==> src/rtl/mimc_msg_packer.sv <==
// rtl/mimc_msg_packer.sv - packs a byte stream into sub-modulus field elements for the MiMC core (option: MIMC_PACK_LEN_PAD_EN)
module mimc_msg_packer #(
  parameter int N_BITS         = 254,
  parameter int BYTES_PER_ELEM = 31,
  parameter int LEN_BITS       = 64
) (
  input  logic              clk,
  input  logic              rst,
  input  logic [7:0]        s_data,
  input  logic              s_valid,
  input  logic              s_last,
  output logic              s_ready,
  output logic              core_rst,
  output logic              core_en,
  output logic [N_BITS-1:0] core_in,
  input  logic [N_BITS-1:0] core_out,
  input  logic              core_done,
  output logic [N_BITS-1:0] digest,
  output logic              digest_valid,
  input  logic              digest_ready,
  output logic              busy
);

  localparam int BUF_W = 8 * BYTES_PER_ELEM;
  localparam int IDX_W = $clog2(BYTES_PER_ELEM + 1);
  localparam logic [IDX_W-1:0] LAST_IDX = IDX_W'(BYTES_PER_ELEM - 1);

  // An element wider than the field could exceed the modulus; the length element must also fit.
  if (BUF_W >= N_BITS || LEN_BITS >= N_BITS || LEN_BITS < 1) begin : g_bad_params
    $error("mimc_msg_packer: element or length width does not fit below N_BITS");
  end

  typedef enum logic [2:0] {
    IDLE,
    CLEAR,
    FILL,
    ISSUE,
    WAIT,
    LEN_ISSUE,
    LEN_WAIT,
    OUT
  } state_t;

  state_t           state;
  logic [BUF_W-1:0] pack_buf;
  logic [BUF_W-1:0] buf_next;
  logic [IDX_W-1:0] idx;
  logic             last_seen;
`ifdef MIMC_PACK_LEN_PAD_EN
  logic [LEN_BITS-1:0] len_cnt;
`endif

  // Buffer with the incoming byte merged into its little-endian slot.
  always_comb begin
    buf_next = pack_buf;
    for (int i = 0; i < BYTES_PER_ELEM; i++) begin
      if (idx == IDX_W'(i)) begin
        buf_next[8*i +: 8] = s_data;
      end
    end
  end

  // Message FSM; every output is a register updated on the transition into its state.
  always_ff @(posedge clk or posedge rst) begin
    if (rst) begin
      state        <= IDLE;
      pack_buf     <= '0;
      idx          <= '0;
      last_seen    <= 1'b0;
      s_ready      <= 1'b0;
      core_rst     <= 1'b0;
      core_en      <= 1'b0;
      core_in      <= '0;
      digest       <= '0;
      digest_valid <= 1'b0;
      busy         <= 1'b0;
`ifdef MIMC_PACK_LEN_PAD_EN
      len_cnt      <= '0;
`endif
    end else begin
      case (state)
        IDLE: begin
          // The byte that woke us is not consumed here; it is taken in FILL.
          if (s_valid) begin
            state    <= CLEAR;
            core_rst <= 1'b1;
            busy     <= 1'b1;
          end
        end
        CLEAR: begin
          core_rst  <= 1'b0;
          pack_buf  <= '0;
          idx       <= '0;
          last_seen <= 1'b0;
`ifdef MIMC_PACK_LEN_PAD_EN
          len_cnt   <= '0;
`endif
          s_ready   <= 1'b1;
          state     <= FILL;
        end
        FILL: begin
          if (s_valid && s_ready) begin
            pack_buf <= buf_next;
            idx      <= idx + 1'b1;
`ifdef MIMC_PACK_LEN_PAD_EN
            len_cnt  <= len_cnt + 1'b1;
`endif
            if (s_last) begin
              last_seen <= 1'b1;
            end
            if (idx == LAST_IDX || s_last) begin
              s_ready <= 1'b0;
              core_en <= 1'b1;
              core_in <= N_BITS'(buf_next);
              state   <= ISSUE;
            end
          end
        end
        ISSUE: begin
          core_en <= 1'b0;
          state   <= WAIT;
        end
        WAIT: begin
          if (core_done) begin
            if (!last_seen) begin
              pack_buf <= '0;
              idx      <= '0;
              s_ready  <= 1'b1;
              state    <= FILL;
            end else begin
`ifdef MIMC_PACK_LEN_PAD_EN
              core_en <= 1'b1;
              core_in <= N_BITS'(len_cnt);
              state   <= LEN_ISSUE;
`else
              digest       <= core_out;
              digest_valid <= 1'b1;
              state        <= OUT;
`endif
            end
          end
        end
`ifdef MIMC_PACK_LEN_PAD_EN
        LEN_ISSUE: begin
          core_en <= 1'b0;
          state   <= LEN_WAIT;
        end
        LEN_WAIT: begin
          if (core_done) begin
            digest       <= core_out;
            digest_valid <= 1'b1;
            state        <= OUT;
          end
        end
`endif
        OUT: begin
          if (digest_ready) begin
            digest_valid <= 1'b0;
            busy         <= 1'b0;
            state        <= IDLE;
          end
        end
        default: begin
          state <= IDLE;
        end
      endcase
    end
  end

endmodule

==> config.mk <==
export PLATFORM = sky130hd
export DESIGN_NAME = mimc_msg_packer
export DESIGN_NICKNAME = d
export VERILOG_FILES = /design/src/rtl/mimc_msg_packer.sv
export SDC_FILE = /design/constraint.sdc
export NUM_CORES = 1
export LEC_CHECK = 0
export BUFFER_PORTS_ARGS = -buffer_cell sky130_fd_sc_hd__buf_2
export CORE_ASPECT_RATIO = 0.6
export CORE_MARGIN = 2
export CORE_UTILIZATION = 33
export CTS_CLUSTER_DIAMETER = 120
export DETAILED_ROUTE_END_ITERATION = 12
export GPL_TIMING_DRIVEN = 0
export PLACE_DENSITY = 0.62
export SETUP_SLACK_MARGIN = 0.02
export SYNTH_ARGS = -nofsm -noshare
export SYNTH_HDL_FRONTEND = slang
export SYNTH_SLANG_ARGS = --single-unit
==> constraint.sdc <==
create_clock -name clk -period 28.2 [get_ports clk]
set_clock_uncertainty 0.2 [all_clocks]
set_input_delay 2.82 -clock clk [delete_from_list [all_inputs] [get_ports clk]]
set_output_delay 2.82 -clock clk [all_outputs]
set_load 0.02 [all_outputs]
==> results.py <==
metrics = {
    "power_and_ir_drop": {
        "p_int_w": 0.00241,
        "pwr-share-comb_pct": 37.8,
        "pwr-share-seq_pct": 35.9,
        "leakage_nw": 21.1,
        "clkPwrFrac_pct": 26.2,
        "p_sw_w": 0.00176,
        "max-vdd-ir-drop_v": 0.0000588,
        "swShare_pct": 42.2,
        "powerDensity_nw_per_um2": 93.9,
    },
    "final_layout": {
        "nets": 4069,
        "final_common_cell": "buf_2",
        "layout_common_cells": "836 x buf_2, 764 x dfrtp_1, 687 x mux2_2",
        "final_cells": 5281,
        "drive_gt1_share_pct": 43.9,
        "area_growth_pct": 23.4,
        "final.fill_count": 10377,
        "post-route-util_pct": 41.3,
    },
    "clock_tree": {
        "cts_buffer_depth": 3,
        "hold_buffers": 0,
        "cts.sinks": 764,
        "cts_setup_buffers": 0,
        "cts-resized-gates": 0,
        "cts_tree": "built",
        "path_clk_slew_ps": 70,
        "clk_latency_ps": 680,
        "cts-root-buf": "clkbuf_16",
        "h-tree-depth": 3,
        "cts_buffers": 77,
    },
    "floorplan": {
        "die_width_um": 431,
        "num_rows": 93,
        "core_area_um2": 108000,
        "io_pins": 781,
        "die_h_um": 260,
        "initial_core_util_pct": 33.5,
        "die-area_um2": 112000,
    },
    "sta": {
        "slew_violations": 22,
        "timing.hold.ws_ps": 282,
        "hold_violations": 0,
        "fin_ws_ps": 22690,
        "final.min_clock_period_ps": 5510,
        "fin_crit_sh_pct": 19.5,
        "finalSetupViolCount": 0,
        "clock.fmax_ghz": 0.182,
        "rsz0062_at_grt": "no",
        "worst_pin_slew_ps": 1680,
        "relSlewSlack_pct": -12.3,
    },
    "place": {
        "post-place-ws_ps": 22170,
        "dp_hpwl_um": 129000,
        "placement.io_buffers": 770,
        "place_inst": 5142,
        "gp_congestion": 0.999,
    },
    "synthesis": {
        "syn_area_um2": 36000,
        "synth_top_area_share_pct": 53.0,
        "yosys_most_used_dff": "dfrtp_1",
        "async_flop_share_pct": 100,
        "syn_inst": 2936,
        "synth_edf_count": 0,
        "yosysUniqueCellTypes": 55,
        "ys_ff_latch": 764,
        "seq_area_frac_synth_pct": 53.0,
        "yosys_warnings": 0,
        "synth_largest_area_cell": "dfrtp_1",
        "synth_area_leaders": "dfrtp_1 53%, mux2_2 21%, o211ai_1 6.6%",
        "avgSynthCellArea_um2": 12.3,
    },
    "critical_path": {
        "cp_common_cell": "clkbuf_1",
        "critPathArrivalTime_ps": 5890,
        "cp-start-kind": "input port",
        "path_buf_inv": 3,
        "worst_path_max_delay_cell": "clkbuf_1",
        "cpLargestDelayFamily": "buffers and inverters",
        "worstSetupPathType": "input port to flip-flop",
        "crit_required_ps": 28580,
        "endpoint_kind": "flip-flop",
        "path_cells": "clkbuf_1, clkbuf_1, clkbuf_1, nand4_1, o211ai_1",
        "slowest_delay_ps": 980,
        "crit_fanout": 11,
    },
    "global_route": {
        "antenna_found_initial": 17,
        "gr-total-overflow": 0,
        "grt_max_degree": 127,
        "grt_pass1_vias": 28724,
        "grt.total_usage_pct": 28.6,
        "grt_pass1_wl_um": 228000,
    },
    "worst_hold_path": {
        "hold_class": "flip-flop to flip-flop",
    },
    "detailed_routing": {
        "drt_wl_total_um": 166000,
        "drc": 0,
        "ant_nets": 0,
        "drtIter0Drc": 4124,
        "viasPerCell": 5.73,
        "vias": 30248,
        "post_drt_wl_per_cell_um": 31.5,
        "drtPass1Iterations": 6,
    },
    "run_status": {
        "violations": "capacitance limit, slew limit",
        "status": "complete, but fails checks",
    },
    "flow_run": {
        "drv_cap": 4,
    },
}
==> worst reg2reg max path, cell delays in order, from the launching register on <==
cell and delay (ps):
dfrtp_1 430, ha_1 270, clkbuf_1 490, nor4bb_1 1130
buf_1 450, mux2_2 410, mux2_2 260
==> layout make-up <==
type                       count  area, µm²  share of cell area (%)
sequential                   764      19100                    43.0
multi-input combinational   1648      14700                    33.1
timing repair buffer         776       4020                    9.03
clock buffer                 107       2240                    5.04
tap                         1425       1780                    4.01
buffer                       338       1490                    3.35
inverter                     191        724                    1.63
clock inverter                26        348                   0.782
antenna                        6       15.0                  0.0338
==> routing by layer <==
| metal | share of wire (%) | global-route usage [%] | vias up |
|---|---|---|---|
| met5 | 0.025 | 0 | - |
| met4 | 5.1 | 13.5 | 8 |
| met3 | 14 | 13.7 | 279 |
| met2 | 38 | 34.9 | 1805 |
| met1 | 43 | 41.3 | 15474 |
| li1 | - | - | 12682 |
==> synthesized netlist by cell type (all sizes together) (3+ instances only) <==
master   count
dfrtp      764
a31oi        4
nor2         3
buf        115
nor4bb      12
nor2b        5
or2          3
o211ai     316
nand2       72
mux2       726
o2111ai     64
nand4b      12
nand3       87
o221ai     113
o21ai       11
nand4      133
inv        191
o2bb2ai      8
and4         3
nand2b       5
mux2i        8
clkbuf     223
ha           5
and2        11
and4b        7
a21oi        6
nor4b        4
==> power by group through the flow <==
| stage | combinational, W | sequential (W) | clock [W] |
|---|---|---|---|
| floorplan | 0.000604 | 0.00173 | 0 |
| CTS | 0.00154 | 0.00150 | 0.00111 |
| detailed placement | 0.00154 | 0.00151 | 0 |
| global placement | 0.00152 | 0.00151 | 0 |
| global route | 0.00164 | 0.00152 | 0.00115 |
| finish | 0.00158 | 0.00150 | 0.00110 |
==> path summary, 6_finish.rpt <==
path / start / end / slack, ps / cells past startpoint
worst max-delay path: s_data[3] / pack_buf[51] / 22690 / 5
min in group asynchronous: rst / core_in[183] / 2070 / 2
max in group asynchronous: rst / digest[248] / 23460 / 5
worst max register to register: idx[1] / core_in[155] / 24420 / 6
worst min-delay path: core_in[80] / core_in[80] / 280 / 1
worst min register to register: core_in[80] / core_in[80] / 280 / 1
==> logic make-up after synthesis <==
kind of cell	Yosys count	synth area share [%]
DFF	764	53.0
AOI/OAI and AO/OA	534	11.7
buffers and inverters	529	6.12
and+or+nand+nor	369	6.05
adders and majority gates	5	0.174
muxes	734	22.9
other	1	0.0104
==> state kept, by name, summed over array words and instances (netlist names) <==
name / count
digest: 254
core_in: 248
pack_buf: 248
idx: 5
state: 3
busy: 1
core_en: 1
core_rst: 1
digest_valid: 1
last_seen: 1
s_ready: 1
==> through the flow <==
stage	instance area, µm²	TNS, ps	total power (W)
2_1_floorplan	36100	0	0.00233
3_3_place_gp	41700	-4568580	0.00303
3_5_place_dp	41900	0	0.00305
4_1_cts	44500	0	0.00415
5_1_grt	44500	0	0.00431
6_report	44500	0	0.00418
No activity file was read; power rests on OpenSTA's default activity.
